$ cat src/rtl/order_gen.sv
// Purpose : turns a signed Q16.16 trading signal into buy/sell order words, gated by risk inputs.
// Latency : order word valid the cycle after the accepting edge; cooldown of COOLDOWN cycles follows.
// Backpress: in_ready drops while an order is held or cooling; the order holds until ord_ready.
//
// Ports
//   clk, rst_n          : clock, asynchronous active-low reset
//   in_valid/in_ready   : upstream signal word handshake (signal_in, allow_trade, kill_switch)
//   ord_valid/ord_ready : downstream order handshake (ord_side, ord_qty, ord_id)
//   halted              : high while the kill switch has latched the block
//   rearm               : one-cycle pulse that releases the halted state
module order_gen #(
    parameter logic signed [31:0] THRESH   = 32'sh0000_4000,
    parameter int unsigned        COOLDOWN = 4
) (
    input  logic               clk,
    input  logic               rst_n,
    input  logic               in_valid,
    output logic               in_ready,
    input  logic signed [31:0] signal_in,
    input  logic               allow_trade,
    input  logic               kill_switch,
    output logic               ord_valid,
    input  logic               ord_ready,
    output logic               ord_side,
    output logic [15:0]        ord_qty,
    output logic [15:0]        ord_id,
    output logic               halted,
    input  logic               rearm
);

    // Counter wide enough to hold COOLDOWN; at least one bit when cooldown is disabled.
    localparam int CNT_W = (COOLDOWN > 1) ? $clog2(COOLDOWN + 1) : 1;
    localparam logic [CNT_W-1:0]   COOL_LOAD  = CNT_W'(COOLDOWN);
    localparam logic signed [31:0] NEG_THRESH = -THRESH;

    typedef enum logic [1:0] {
        IDLE   = 2'd0,
        HOLD   = 2'd1,
        COOL   = 2'd2,
        HALTED = 2'd3
    } state_t;

    state_t           state_q;
    logic             in_ready_q;
    logic             ord_valid_q;
    logic             ord_side_q;
    logic [15:0]      ord_qty_q;
    logic [15:0]      ord_id_q;
    logic             halted_q;
    logic [CNT_W-1:0] cool_cnt_q;

    logic        accept;
    logic        is_buy;
    logic        is_sell;
    logic [31:0] abs_d;
    logic [15:0] abs_int_d;
    logic [15:0] qty_d;

    assign accept  = in_valid && in_ready_q;
    assign is_buy  = (signal_in >= THRESH);
    assign is_sell = (signal_in <= NEG_THRESH);

    // Magnitude of the signal; the most negative value has no positive
    // counterpart in 32 bits, so it saturates to the largest positive value.
    always_comb begin
        abs_d = 32'(signal_in);
        if (signal_in[31]) begin
            if (signal_in == 32'sh8000_0000) begin
                abs_d = 32'h7FFF_FFFF;
            end else begin
                abs_d = 32'(-signal_in);
            end
        end
    end

    // Integer part of the magnitude; sub-unit signals still trade one lot.
    assign abs_int_d = 16'(abs_d >> 16);
    assign qty_d     = (abs_int_d == 16'd0) ? 16'd1 : abs_int_d;

    always_ff @(posedge clk or negedge rst_n) begin
        if (!rst_n) begin
            state_q     <= IDLE;
            in_ready_q  <= 1'b1;
            ord_valid_q <= 1'b0;
            ord_side_q  <= 1'b0;
            ord_qty_q   <= 16'd0;
            ord_id_q    <= 16'd0;
            halted_q    <= 1'b0;
            cool_cnt_q  <= '0;
        end else begin
            case (state_q)
                IDLE: begin
                    if (accept) begin
                        if (kill_switch) begin
                            // Kill dominates: no order regardless of permit or signal.
                            state_q  <= HALTED;
                            halted_q <= 1'b1;
                        end else if (allow_trade && is_buy) begin
                            state_q     <= HOLD;
                            in_ready_q  <= 1'b0;
                            ord_valid_q <= 1'b1;
                            ord_side_q  <= 1'b1;
                            ord_qty_q   <= qty_d;
                        end else if (allow_trade && is_sell) begin
                            state_q     <= HOLD;
                            in_ready_q  <= 1'b0;
                            ord_valid_q <= 1'b1;
                            ord_side_q  <= 1'b0;
                            ord_qty_q   <= qty_d;
                        end
                        // Anything else is consumed and dropped.
                    end
                end

                HOLD: begin
                    // Order word stays frozen until the downstream takes it.
                    if (ord_ready) begin
                        ord_valid_q <= 1'b0;
                        ord_id_q    <= ord_id_q + 16'd1;
                        if (COOLDOWN == 0) begin
                            state_q    <= IDLE;
                            in_ready_q <= 1'b1;
                        end else begin
                            state_q    <= COOL;
                            cool_cnt_q <= COOL_LOAD;
                        end
                    end
                end

                COOL: begin
                    // Leave on the edge where the count reaches zero, so
                    // exactly COOLDOWN cycles are spent here.
                    if (cool_cnt_q <= CNT_W'(1)) begin
                        cool_cnt_q <= '0;
                        state_q    <= IDLE;
                        in_ready_q <= 1'b1;
                    end else begin
                        cool_cnt_q <= cool_cnt_q - CNT_W'(1);
                    end
                end

                HALTED: begin
                    // Words accepted here are discarded, including one
                    // arriving together with the rearm pulse.
                    if (rearm) begin
                        state_q  <= IDLE;
                        halted_q <= 1'b0;
                    end
                end

                default: begin
                    state_q     <= IDLE;
                    in_ready_q  <= 1'b1;
                    ord_valid_q <= 1'b0;
                    halted_q    <= 1'b0;
                    cool_cnt_q  <= '0;
                end
            endcase
        end
    end

    assign in_ready  = in_ready_q;
    assign ord_valid = ord_valid_q;
    assign ord_side  = ord_side_q;
    assign ord_qty   = ord_qty_q;
    assign ord_id    = ord_id_q;
    assign halted    = halted_q;

endmodule

$ cat config.mk
export PLATFORM = sky130hd
export DESIGN_NAME = order_gen
export DESIGN_NICKNAME = d
export VERILOG_FILES = /design/src/rtl/order_gen.sv
export SDC_FILE = /design/constraint.sdc
export NUM_CORES = 1
export LEC_CHECK = 0
export CAP_MARGIN = 20
export CORE_AREA = 2 2 75 77
export DETAILED_ROUTE_END_ITERATION = 10
export DIE_AREA = 0 0 77 79
export PLACE_DENSITY = 0.79
export RECOVER_POWER = 50
export REMOVE_ABC_BUFFERS = 1
export SKIP_CTS_REPAIR_TIMING = 1
export SLEW_MARGIN = 10
export SYNTH_ARGS = -nofsm -noshare
export SYNTH_HDL_FRONTEND = slang
export SYNTH_SLANG_ARGS = --single-unit
$ cat constraint.sdc
create_clock -name clk -period 2.5 [get_ports clk]
set_clock_uncertainty 0.1 [all_clocks]
set_input_delay 0.5 -clock clk [delete_from_list [all_inputs] [get_ports clk]]
set_output_delay 0.5 -clock clk [all_outputs]
set_load 0.02 [all_outputs]
==> results.cfg, run 1 <==
[grt]
grt_pass1_vias = 2469
top_usage_layer = met2
met3_usage_pct = 4.773
antenna_found_initial = 0
grt_util_met2_pct = 41.67
grt_pass1_wl_mm = 11.15
grt.total_usage_pct = 22.82
grtUsageMet1_pct = 26.83
grt_overflow = 0
grt_max_degree = 42

[critical_path]
cp_slowest_cell = or3_4
r2r-end = ord_id[15]
worst_setup_path_end_kind = flip-flop
cp_num_buf_inv = 4
startpoint_type = input port
crit_end = ord_qty[13]
path_depth = 12
worstSetupPathType = in -> reg
required_ns = 2.63
path_cells = buf_6, or3_4, buf_4, nor4_1, buf_4, nand3_1, o211ai_1, or2_4, or3_4, clkbuf_16, nand2_1, o21ai_0
worstPathArrival_ns = 2.64
critPathMaxFanout = 6
reg2regPathDepth = 8
cp_slowest_stage_delay_ns = 0.37
r2r-start = state_q[1]
worst_path_dominant_cell_family = simple AND/OR/NAND/NOR gates
rrSetupSlack_ns = 0.46
startpoint = signal_in[18]

[routing]
drt_iter0_drc = 117
drt_first_pass_iters = 4
vias = 2571
routed_wirelength_mm = 6.838
drc = 0
drtAntennaViolNets = 0
wl_per_cell_um = 14.49
vias_per_cell = 5.447

[logic_synthesis]
synth.area.top_cells = dfrtp_1 (42%), nand2_1 (7.6%), o21ai_0 (4.8%), xnor2_1 (4.8%), nand4_1 (3.2%)
synth_top_family_by_area = simple AND/OR/NAND/NOR gates
yosys.area.top_type = dfrtp_1
synth-xor-area-share_pct = 7.357
synth_flop_cell = dfrtp_1
synth_common_cells = nand2_1 (48), dfrtp_1 (40), o21ai_0 (23)
yosys.area_share.simple_pct = 27.96
syn_avg_cell_area_um2 = 8.658
syn-cell-area_um2 = 2381
synth.most_common_cell = nand2_1
async_flop_share_pct = 100.0
yosysUniqueCellTypes = 47
synth_edf_count = 0
synth-seq-cells = 41
muxShareOfSynthArea_pct = 0.4729
synth_cells = 275
synth_compound_area_share_pct = 16.18
synth_top_cell_area_share_pct = 42.04
yosysSeqAreaShare_pct = 43.14
yosysWarnings = 0
yosys.area_share.adder_pct = 1.576

[layout]
fin_nets = 441
drive_gt1_share_pct = 23.00
final_core_util_pct = 72.01
syn_to_final_growth_pct = 61.43
nFillCells = 420
register_area_um2 = 1027
antenna_cells = 0
stdcell_count = 472
multi_input_area_um2 = 1363
fin_area_um2 = 3844

[timing]
rsz0062_at_grt = yes
finalSetupViolCount = 6
min_period_over_period_pct = 100.6
slew_headroom_pct = 33.85
setup_slack_ns = -0.01476
maxSlewViolCount = 0
min_period_ns = 2.515
tns_ns = -0.06863
fmax_ghz = 0.3977
hold_viol_final = 0
tightest_slew_ns = 0.9923

[placement]
port_buffers = 74
dp_slack_ns = -0.7120
dp.cells = 458
hpwl_mm = 4.884
place_area_um2 = 3538
place_congestion = 0.8435

[floorplanning]
die_h_um = 79
dieArea_um2 = 6083
core_um2 = 5338
design.portCount = 75
start_util_pct = 44.61
rows = 27
fp.dieW_um = 77

[clocking]
htreeDepth = 2
clkLatencyLatePin_ns = 0.30
cts_sinks = 41
clock_path_buffers = 2
cts.clk_slew.worst_paths_ns = 0.08
root_buffer = clkbuf_8
cts_tree = built
cts_inserted_buffers = 5

[outcome]
violations = setup timing
status = finished, violations left

[power]
seqPwrFrac_pct = 37.9
p_int_w = 0.001809
netSwitchingFraction_pct = 36.74
switchingPower_w = 0.001051
power_frac_comb_pct = 42.5
ir_drop_uv = 366.6
p_per_area_nw_per_um2 = 743.9
leakage_nw = 1.780
pwr-share-clk_pct = 19.6

[job]
drv_cap = 0

[min_path]
hold_class = in -> async
[layer usage]
metal  share of wire, %  vias up
met3                4.6        9
li1                   -     1243
met4                1.5        0
met1                 41     1240
met2                 53       79
met5                  0        -
[cell type report]
class,count,share of cell area [%]
clock buffer,7,2.246
clock inverter,1,0.7812
inverter,4,0.3906
multi-input combinational,216,35.45
sequential,41,26.73
tap,72,2.344
timing repair buffer,131,32.06
[per-stage QoR]
step | hold slack [ns] | total power (W)
4_1_cts | 0.2484 | 0.002847
3_5_place_dp | 0.3588 | 0.002287
3_3_place_gp | 0.3585 | 0.002234
2_1_floorplan | 0.1044 | 0.001640
5_1_grt | 0.3383 | 0.003034
6_report | 0.2538 | 0.002859
[kinds of logic (layout without fill, tap and decap cells)]
logic type	after synthesis	after routing
buffers and inverters	18	143
muxes	1	1
AOI/OAI and AO/OA	59	59
adders and majority gates	3	3
DFF	41	41
and+or+nand+nor	133	133
xor gates and xnor gates	20	20
[registers in the layout, summed over array words and instances, names as in the netlist]
signal and cells:
cool_cnt_q 3, halted 1, in_ready 1, ord_id 16
ord_qty 16, ord_side 1, ord_valid 1, state_q 2
[power by group through the flow]
stage | sequential, W | combinational [W] | clock, W
after detailed placement | 0.00109 | 0.00120 | 0
after global routing | 0.00111 | 0.00132 | 0.000604
after floorplan | 0.00127 | 0.000366 | 0
after CTS | 0.00108 | 0.00120 | 0.000566
after global placement | 0.00108 | 0.00116 | 0
final | 0.00108 | 0.00121 | 0.000562
[cell usage in the layout, fill, tap and decap left out, types with 7 or more instances in the layout]
cell type	count
buf_4	52
clkdlybuf4s50_1	50
dfrtp_1	40
dlymetal6s2s_1	16
nand2_1	48
nand3_1	9
nand4_1	12
nor2_1	17
nor3_1	7
o21ai_0	20
xnor2_1	13
xor2_1	7
[how the worst min path moves through the flow]
stage | start | endpoint | slack, ns | cells after the start
floorplan | rst_n | cool_cnt_q[0] | 0.10 | 0
global placement | ord_id[15] | ord_id[15] | 0.36 | 1
detailed placement | ord_side | ord_side | 0.36 | 2
CTS | rst_n | ord_qty[7] | 0.25 | 1
global route | rst_n | ord_id[12] | 0.34 | 1
finish | rst_n | ord_id[7] | 0.25 | 1
Power figures use the tool's default switching activity.
==> run 2, diff against run 1 <==
- CELL_PAD_IN_SITES_DETAIL_PLACEMENT: default -> 1
- CELL_PAD_IN_SITES_GLOBAL_PLACEMENT: default -> 1
- CORE_AREA: 2 2 75 77 -> 2 2 87 89
- DIE_AREA: 0 0 77 79 -> 0 0 89 91
- PLACE_DENSITY: 0.79 -> 0.8
- SLEW_MARGIN: 10 -> 20
==> run 2 against run 1 <==
Net effect: the flow still finishes with violations (setup timing); die area increased by 33%; sequential cell count unchanged; core utilization decreased by 18 points; power decreased by 4.8%; critical path type unchanged; critical endpoint is now ord_qty[0]; largest power group unchanged.
==> results.cfg, run 2 (same netlist as run 1, synthesis figures left out) <==
[timing]
worst_hold_slack_ns = 0.2859
slew_headroom_pct = 29.75
tightest_slew_ns = 1.054
min_period_ns = 2.619
maxSlewViolCount = 0
setup_slack_ns = -0.1188
hold_viol_final = 0
min_period_over_period_pct = 104.8
fmax_ghz = 0.3819
rsz0062_at_grt = yes
finalSetupViolCount = 2

[critical_path]
worstSetupPathType = in -> reg
required_ns = 2.62
startpoint_type = input port
worstPathArrival_ns = 2.74
worst_path_dominant_cell_family = simple AND/OR/NAND/NOR gates
cp_slowest_cell = o41ai_1
path_depth = 8
cp_slowest_stage_delay_ns = 0.47
reg2regPathDepth = 8
worst_setup_path_end_kind = flip-flop
path_cells = clkdlybuf4s50_1, or3_4, o41ai_1, xor2_1, nand2_1, nor3_2, nand4_1, a41oi_2
critPathMaxFanout = 6
cp_num_buf_inv = 1

[layout]
antenna_cells = 0
final_common_cell = buf_4
syn_to_final_growth_pct = 62.16
final_cell_mix = buf_4 (54), nand2_1 (48), clkdlybuf4s50_1 (48), dfrtp_1 (40), o21ai_0 (19)
fin_nets = 444
drive_gt1_share_pct = 23.33
final_core_util_pct = 54.10

[grt]
grt.total_usage_pct = 18.92
antenna_found_initial = 0
grt_max_degree = 42
grt_overflow = 0
grt_pass1_vias = 2662
grt_pass1_wl_mm = 12.18

[clocking]
cts_sinks = 41
htreeDepth = 2
clkLatencyLatePin_ns = 0.29
clock_path_buffers = 2
root_buffer = clkbuf_8
cts_tree = built
cts.clk_slew.worst_paths_ns = 0.08
cts_inserted_buffers = 5

[routing]
drtAntennaViolNets = 0
drt_first_pass_iters = 4
vias = 2568
drt_iter0_drc = 59
routed_wirelength_mm = 8.031
vias_per_cell = 5.116
drc = 0
wl_per_cell_um = 16.00

[floorplanning]
start_util_pct = 33.36
dieArea_um2 = 8099
fp.dieW_um = 89
rows = 31
design.portCount = 75
core_um2 = 7137
die_h_um = 91

[power]
leakage_nw = 1.784
finalPower_w = 0.002722
p_per_area_nw_per_um2 = 704.8
ir_drop_uv = 311.4

[placement]
port_buffers = 74
dp_slack_ns = -0.7523
place_congestion = 0.8597
hpwl_mm = 6.021

[outcome]
status = finished, violations left
violations = setup timing

[min_path]
hold_class = in -> async

[job]
drv_cap = 0
[run 2: changes by cell type in the layout (fill, tap and decap cells not counted), moves of 2 or more]
cell             delta
buf_6               +3
clkdlybuf4s50_1     -2
buf_4               +2
nand3_2             +3
nand3_1             -3
dlymetal6s2s_1      +2
[run 2: metal layers]
layer  up-vias  GRT usage (%)  share of wire [%]  wire length, um
met1      1243          22.06                 40             3241
met2        70          34.27                 54             4341
met3        12          3.455                3.7              300
met5         -              0                  0                0
li1       1243              -                  -                -
met4         0          5.846                1.8              148
[run 2: worst paths after layout]
check / startpoint / slack (ns) / endpoint
max in group asynchronous: rst_n / 1.37 / state_q[0]
setup reg to reg: state_q[1] / 0.52 / ord_id[15]
hold reg to reg: ord_qty[9] / 0.36 / ord_qty[9]
hold / removal: rst_n / 0.29 / ord_id[15]
min in group clk: ord_qty[9] / 0.36 / ord_qty[9]
setup / recovery: signal_in[14] / -0.12 / ord_qty[0]
[run 2: cell type report]
type | count | area [um2]
Clock buffer | 7 | 76.32
Clock inverter | 1 | 5.005
Fill cell | 851 | 3276
Inverter | 4 | 15.01
Multi-Input combinational cell | 216 | 1368
Sequential cell | 41 | 1027
Tap cell | 99 | 123.9
Timing Repair Buffer | 134 | 1246
[run 2: through the flow]
| step | cell area, um2 | TNS [ns] | instances |
|---|---|---|---|
| after global placement | 3602 | -9.366 | 489 |
| after CTS | 3684 | -5.381 | 497 |
| after detailed placement | 3602 | -11.38 | 489 |
| after global routing | 3861 | -0.6101 | 502 |
| after floorplan | 2317 | -2.572 | 261 |
| final | 3861 | -0.1846 | 502 |
[run 2: report_power, final]
| group | internal (W) | switching (W) | total [W] |
|---|---|---|---|
| combinational | 0.000597 | 0.000646 | 0.00124 |
| clock | 0.000196 | 0.000224 | 0.000420 |
| sequential | 0.000886 | 0.000172 | 0.00106 |
| total | 0.00168 | 0.00104 | 0.00272 |
==> run 3, diff against run 2 <==
- CAP_MARGIN: 20 -> default
- GPL_TIMING_DRIVEN: default -> 0
==> run 3 against run 2 <==
Net effect: the run still ends with setup timing left; global-route usage fell by 2.4 points; design area fell by 7.2%; non-clock buffer count fell by 40; register-to-register slack got worse by 0.17 ns; hold slack got worse by 0.040 ns; largest cell class unchanged; largest power group unchanged; highest routed layer unchanged.
==> results.cfg, run 3 (same netlist as run 1, synthesis figures left out) <==
[routing]
wl_per_cell_um = 15.68
routed_wirelength_mm = 7.260
vias_per_cell = 5.279
drt_iter0_drc = 64
vias = 2444
drt_first_pass_iters = 4
drc = 0
drtAntennaViolNets = 0
route.met2.wl_mm = 3.859
dr_wl_met3_um = 266
top_layer = met4
met1_length_mm = 3.035

[timing]
rsz0062_at_grt = yes
tns_ns = -0.1004
hold_viol_final = 0
min_period_over_period_pct = 104.0
slew_headroom_pct = 15.63
maxSlewViolCount = 0
fmax_ghz = 0.3846
setup_slack_ns = -0.1004
tightest_slew_ns = 1.266
min_period_ns = 2.600
finalSetupViolCount = 1

[clocking]
cts_tree = built
clock_path_buffers = 2
htreeDepth = 2
cts_inserted_buffers = 5
cts.clk_slew.worst_paths_ns = 0.08
clkLatencyLatePin_ns = 0.29
cts_sinks = 41
root_buffer = clkbuf_8

[critical_path]
required_ns = 2.55
worst_setup_path_end_kind = flip-flop
critPathMaxFanout = 5
worstSetupPathType = in -> reg
startpoint_type = input port
worstPathArrival_ns = 2.65

[layout]
final_common_cell = nand2_1
final_cell_mix = nand2_1 (48), dfrtp_1 (40), clkdlybuf4s50_1 (40), o21ai_0 (21), dlymetal6s2s_1 (19)
fin_nets = 405
drive_gt1_share_pct = 18.41
register_area_um2 = 1027
syn_to_final_growth_pct = 50.50
antenna_cells = 0
nFillCells = 853
multi_input_area_um2 = 1415
final_core_util_pct = 50.21

[grt]
grt_overflow = 0
grt_pass1_vias = 2366
grt_max_degree = 36
grt_pass1_wl_mm = 10.84
antenna_found_initial = 0
grt.total_usage_pct = 16.53

[floorplanning]
rows = 31
fp.dieW_um = 89
die_h_um = 91
design.portCount = 75
core_um2 = 7137
start_util_pct = 33.36
dieArea_um2 = 8099

[min_path]
hold_class = in -> async

[job]
drv_cap = 0

[outcome]
violations = setup timing
status = finished, violations left

[power]
leakage_nw = 1.618
ir_drop_uv = 303.8
p_per_area_nw_per_um2 = 749.3
finalPower_w = 0.002685

[placement]
hpwl_mm = 5.060
port_buffers = 74
place_congestion = 0.7969
## run 3: cell types whose count changed in the layout (fill, tap and decap cells not counted), sizes merged
| cell | before | now |
|---|---|---|
| buf | 60 | 25 |
| clkdlybuf4s50 | 48 | 40 |
| clkbuf | 11 | 13 |
| clkinv | 1 | 2 |
| dlygate4sd3 | 4 | 3 |
| dlymetal6s2s | 18 | 19 |
| or3 | 8 | 9 |
## run 3: final timing paths
path	endpoint	slack [ns]	cells after the start	start
worst max-delay path	ord_qty[0]	-0.10	9	signal_in[18]
worst min register to register	ord_qty[11]	0.37	2	ord_qty[11]
max in group asynchronous	cool_cnt_q[2]	0.37	2	rst_n
worst max register to register	ord_id[12]	0.35	6	state_q[0]
min in group clk	ord_qty[11]	0.37	2	ord_qty[11]
worst min-delay path	ord_id[8]	0.25	1	rst_n
## run 3: report_power, final
part           leakage, nW  switching, W  internal, W
registers            0.518      0.000193     0.000885
logic                 1.05      0.000620     0.000560
clock network       0.0450      0.000233     0.000194
## run 3: critical path, cell delays in order
cell and delay (ns):
buf_12 0.10, or3_4 0.40, or3_4 0.34, o311ai_0 0.56
o221a_1 0.32, a21oi_1 0.04, and3_1 0.16, nand4_1 0.10
a41oi_2 0.12
## run 3: per-layer routing
layer | track usage (%) | up-vias
li1 | - | 1168
met1 | 21.57 | 1203
met5 | 0 | -
met2 | 28.30 | 64
met3 | 2.727 | 9
met4 | 3.731 | 0
## run 3: per-stage QoR
stage | worst slack (ns) | cells | cell area, um2 | hold slack [ns]
after floorplan | -0.2455 | 261 | 2317 | 0.1044
after global placement | -1.678 | 434 | 3182 | 0.3536
after detailed placement | -1.504 | 435 | 3209 | 0.3546
after CTS | -1.205 | 443 | 3292 | 0.06967
after global routing | -0.09945 | 463 | 3583 | 0.3230
final | -0.1004 | 463 | 3583 | 0.2455
## run 3: area by class of cell
class	instances	share of cell area, %
Timing Repair Buffer	94	25.66
Tap cell	99	3.457
Clock buffer	6	2.025
Multi-Input combinational cell	217	39.49
Inverter	4	0.4190
Clock inverter	2	0.2793
Sequential cell	41	28.67
